$ cat config.mk
export PLATFORM = sky130hd
export DESIGN_NAME = rr_arbiter_mux
export DESIGN_NICKNAME = d
export VERILOG_FILES = /design/src/rtl/rr_arbiter_mux.sv
export SDC_FILE = /design/constraint.sdc
export NUM_CORES = 1
export LEC_CHECK = 0
export CAP_MARGIN = 15
export CORE_UTILIZATION = 35
export CTS_CLUSTER_DIAMETER = 200
export DETAILED_ROUTE_END_ITERATION = 8
export GPL_ROUTABILITY_DRIVEN = 0
export PLACE_DENSITY = 0.84
export SLEW_MARGIN = 20
export SYNTH_ARGS = -nofsm -noshare
export SYNTH_HDL_FRONTEND = slang
export SYNTH_SLANG_ARGS = --single-unit
export TNS_END_PERCENT = 50
$ cat constraint.sdc
create_clock -name clock -period 3.9 [get_ports clock]
set_input_delay 0.39 -clock clock [delete_from_list [all_inputs] [get_ports clock]]
set_output_delay 0.39 -clock clock [all_outputs]
set_load 0.02 [all_outputs]
$ cat src/rtl/rr_arbiter_mux.sv
`default_nettype none
// ============================================================================
// Module      : rr_arbiter_mux
// Description : 5-way round-robin arbiter with a registered one-hot grant.
//               A grant-driven 5:1 mux forwards the winning port's packet.
//               Ports: East(0) North(1) West(2) South(3) Local(4).
// Revision    : 1.0 - initial release
// ============================================================================
module rr_arbiter_mux #(
  parameter int dataWidth = 32
) (
  input  logic                 clock,
  input  logic                 rst,
  input  logic                 req0,
  input  logic                 req1,
  input  logic                 req2,
  input  logic                 req3,
  input  logic                 req4,
  output logic                 gnt0,
  output logic                 gnt1,
  output logic                 gnt2,
  output logic                 gnt3,
  output logic                 gnt4,
  input  logic [dataWidth-1:0] PacketInPort_0,
  input  logic [dataWidth-1:0] PacketInPort_1,
  input  logic [dataWidth-1:0] PacketInPort_2,
  input  logic [dataWidth-1:0] PacketInPort_3,
  input  logic [dataWidth-1:0] PacketInPort_4,
  output logic [dataWidth-1:0] PacketOut
);

  localparam logic [2:0] c_ptr_reset = 3'd4;

  logic [4:0] req;
  logic [4:0] gnt;
  logic [4:0] gnt_nxt;
  logic [2:0] ptr;
  logic [2:0] ptr_nxt;
  logic [3:0] search_sum;
  logic [2:0] search_idx;
  logic       found;
  logic [2:0] sel;

  assign req = {req4, req3, req2, req1, req0};

  assign gnt0 = gnt[0];
  assign gnt1 = gnt[1];
  assign gnt2 = gnt[2];
  assign gnt3 = gnt[3];
  assign gnt4 = gnt[4];

  // Next grant: keep the holder while it still requests, otherwise scan
  // ptr+1 .. ptr+5 (mod 5) and take the first requester.
  always_comb begin
    gnt_nxt    = '0;
    ptr_nxt    = ptr;
    search_sum = '0;
    search_idx = '0;
    found      = 1'b0;
    if (|(gnt & req)) begin
      gnt_nxt = gnt;
    end else begin
      for (int k = 1; k <= 5; k++) begin
        search_sum = {1'b0, ptr} + 4'(k);
        if (search_sum >= 4'd5) begin
          search_sum = search_sum - 4'd5;
        end
        search_idx = search_sum[2:0];
        if (!found && req[search_idx]) begin
          found               = 1'b1;
          gnt_nxt[search_idx] = 1'b1;
          ptr_nxt             = search_idx;
        end
      end
    end
  end

  // Grant and priority pointer registers; reset clears grants at once.
  always_ff @(posedge clock or posedge rst) begin
    if (rst) begin
      gnt <= '0;
      ptr <= c_ptr_reset;
    end else begin
      gnt <= gnt_nxt;
      ptr <= ptr_nxt;
    end
  end

  // Select is encoded directly from the one-hot grant; no grant gives sel=0.
  assign sel = {gnt[4], gnt[3] | gnt[2], gnt[3] | gnt[1]};

  // Unregistered data path: the consumer qualifies it with the grants.
  always_comb begin
    PacketOut = '0;
    case (sel)
      3'd0:    PacketOut = PacketInPort_0;
      3'd1:    PacketOut = PacketInPort_1;
      3'd2:    PacketOut = PacketInPort_2;
      3'd3:    PacketOut = PacketInPort_3;
      3'd4:    PacketOut = PacketInPort_4;
      default: PacketOut = '0;
    endcase
  end

endmodule
`default_nettype wire

==> impl_results.md <==
- I/O Buffers: 203
- Placed insts: 671
- Avg Cell Area, Syn: 6.81 um2
- Yosys warnings: 0
- Seq/Total Area, Yosys: 7.57%
- CP startpoint kind: flip-flop
- Reg2reg path depth: 11
- Wirelength per Cell: 19.9 um
- Slew Viols, Final: 0
- Max Cap Viol: 0
- Largest cells by area after synthesis: a22oi_1 19%, nand2_1 7.8%, nand3_1 7.1%
- # diodes: 0
- Setup Buffers After CTS: 0
- Pwr Total: 4.51 mW
- Worst path cell trace: inv_2 -> ha_1 -> inv_1 -> fa_1 -> a21oi_2 -> a21oi_1 -> o21ai_0 -> nand3_1 -> and4_1 -> a211o_1 -> o32a_1
- Storage element area: 201 um2
- Initial drt markers: 388
- Fin crit period: 3530 ps
- CTS tree: built
- DRC Markers: 0
- Final nets: 756
- Clock buffer depth: 2
- Final Cycle Share: 90.5%
- Vias per cell: 6.17
- Share of cells above drive strength 1: 6.42%
- DIE AREA: 7960 um2
- Static Leak: 1.74 nW
- Post-Layout Cell Count: 675
- Critical Path End Type: flip-flop
- Drt first pass iters: 5
- Post-synthesis cell type count: 66
- Worst-path maximum fanout: 10
- Setup Viol. Count Final: 0
- Worst Path Required: 4020 ps
- Mapped Area: 2660 um2
- Async set or reset register ratio after synthesis: 100%
- First-pass GRT wire length: 18.9 mm
- Syn_nets: 570
- CP arrival: 3650 ps
- Top FF cell, synth: dfrtp_1
- Dominant cell type by area after synthesis: a22oi_1
- Post-synth EDFFs: 0
- RSZ-0062 raised after global routing: false
- Slew margin rel.: 56.4%
- Commonest non-fill, non-tap cell in the layout: clkdlybuf4s50_1
- Pin count of the biggest net entering global routing: 33
- Vias in the first global route: 3,771
- VDD IR-drop max: 0.000458 V
- Post-route clock skew: 3.69 ps
- Final Hold Fails: 0
- Fillers: 627
- Ports: 204
- Most frequent cells in the layout: 203 x clkdlybuf4s50_1, 66 x a22oi_1, 55 x nand2_1
- CTS hold repair buffers: 0
- Largest stage delay on the critical path: 500 ps
- Initial antenna violation count: 0
- Synth Register Bits: 8
- Clock Latency Late Sink: 240 ps
- Die span in y: 89.2 um
- PD cells: 936 nW/um2
- GRT Util Overall: 31.0%
- Core Region: 7290 um2
- Worst hold path type: input port to async pin
- Setup CP Type: flip-flop to flip-flop
- CTS buffer count: 3
- Area Growth Syn to Fin: 81.1%
- Clock Sinks: 8
- Placement Rows: 31
- Antenna Violating Nets Remaining: 0
- Die width: 89.2 um
- CTS clk-pin slew, worst paths: 40 ps
- Vias post-DR: 4,167
- Routed WL: 13.4 mm
- Yosys top cell area share: 18.6%
- Root buffer cell: clkbuf_8
- H-tree depth: 1
- CP max stage cell: dfrtp_1
- Fmax: 283 MHz
- Worst-Margin Slew: 646 ps
- Grt ovf: 0
- Initial Util: 36.5%
- HPWL Detailed: 10.6 mm
- Mapped Cells: 391
- Status: completed
- Multi-input combinational cell area: 2310 um2
- PostCTS Resize Cnt: 0
- Fin Setup TNS: 0 ps
-- cells by family (layout without fill, tap and decap cells) --
| kind of cell | Yosys count | after routing | share of synthesized area, % |
|---|---|---|---|
| flops | 8 | 8 | 7.57 |
| simple gates | 165 | 165 | 31.6 |
| compound gates | 156 | 156 | 43.6 |
| fa+ha+maj | 12 | 12 | 5.92 |
| buf+inv | 41 | 226 | 6.58 |
| mux | 5 | 5 | 3.38 |
| xor+xnor | 4 | 4 | 1.32 |
-- per-stage QoR --
step | util, % | hold WS [ps] | cell area, um2 | worst slack (ps)
after CTS | 66.1 | 415 | 4820 | 510
after detailed placement | 65.5 | 529 | 4770 | 523
after global routing | 66.1 | 443 | 4820 | 215
after floorplan | - | 205 | 2660 | 634
final | 66.1 | 400 | 4820 | 370
after global placement | 65.5 | 523 | 4770 | 625
-- registers in the layout (all words and copies together) (netlist names) --
signal and cells:
ptr 3, gnt 5
-- final timing paths --
check / from / endpoint / slack [ps]
min in group clock: gnt[0]$_DFFE_PP0P_ / gnt[0]$_DFFE_PP0P_ / 540
max in group asynchronous: rst / ptr[2]$_DFFE_PP1P_ / 3210
setup / recovery: ptr[0]$_DFFE_PP0P_ / gnt[3]$_DFFE_PP0P_ / 370
hold reg to reg: gnt[0]$_DFFE_PP0P_ / gnt[0]$_DFFE_PP0P_ / 540
setup reg to reg: ptr[0]$_DFFE_PP0P_ / gnt[3]$_DFFE_PP0P_ / 370
hold / removal: rst / gnt[2]$_DFFE_PP0P_ / 400
-- area by class of cell --
type                            count  area share [%]
Inverter                           10           0.779
Tap cell                           99            2.57
Timing Repair Buffer              212            43.6
Clock buffer                        4           0.935
Sequential cell                     8            4.18
Multi-Input combinational cell    342            48.0
-- synth_stat cells, drive strengths merged (3+ instances only) --
library cell	instances
nand2b	8
buf	10
o221a	3
a211oi	6
nand3	38
a21oi	18
a21o	3
xnor2	3
a22oi	66
inv	10
a31oi	8
nand2	55
o21ai	18
nand4	5
clkbuf	21
dfrtp	7
nor4b	3
and4	4
nor2b	9
o31ai	4
o21a	3
nor4	7
nor3	6
ha	11
or3b	3
a211o	3
a221o	3
o32a	4
nor2	16
-- layer usage --
layer / global-route usage [%] / part of all wire (%)
met3: 7.66 / 12
met5: 0 / 0
met2: 51.3 / 46
met1: 36.4 / 36
met4: 17.9 / 5.5
-- critical path, delay by kind of cell (launching register included) --
kind,cells,cell delay [ps]
DFF,1,500
and+or+nand+nor,2,570
buffers and inverters,2,270
AOI/OAI and AO/OA,5,1420
adders and majority gates,2,640
-- where the power goes --
part	switching [mW]	internal (mW)	total [mW]
Clock	0.0378	0.0713	0.109
Sequential	0.126	0.136	0.262
Combinational	2.42	1.72	4.14
No activity file was read; power rests on OpenSTA's default activity.
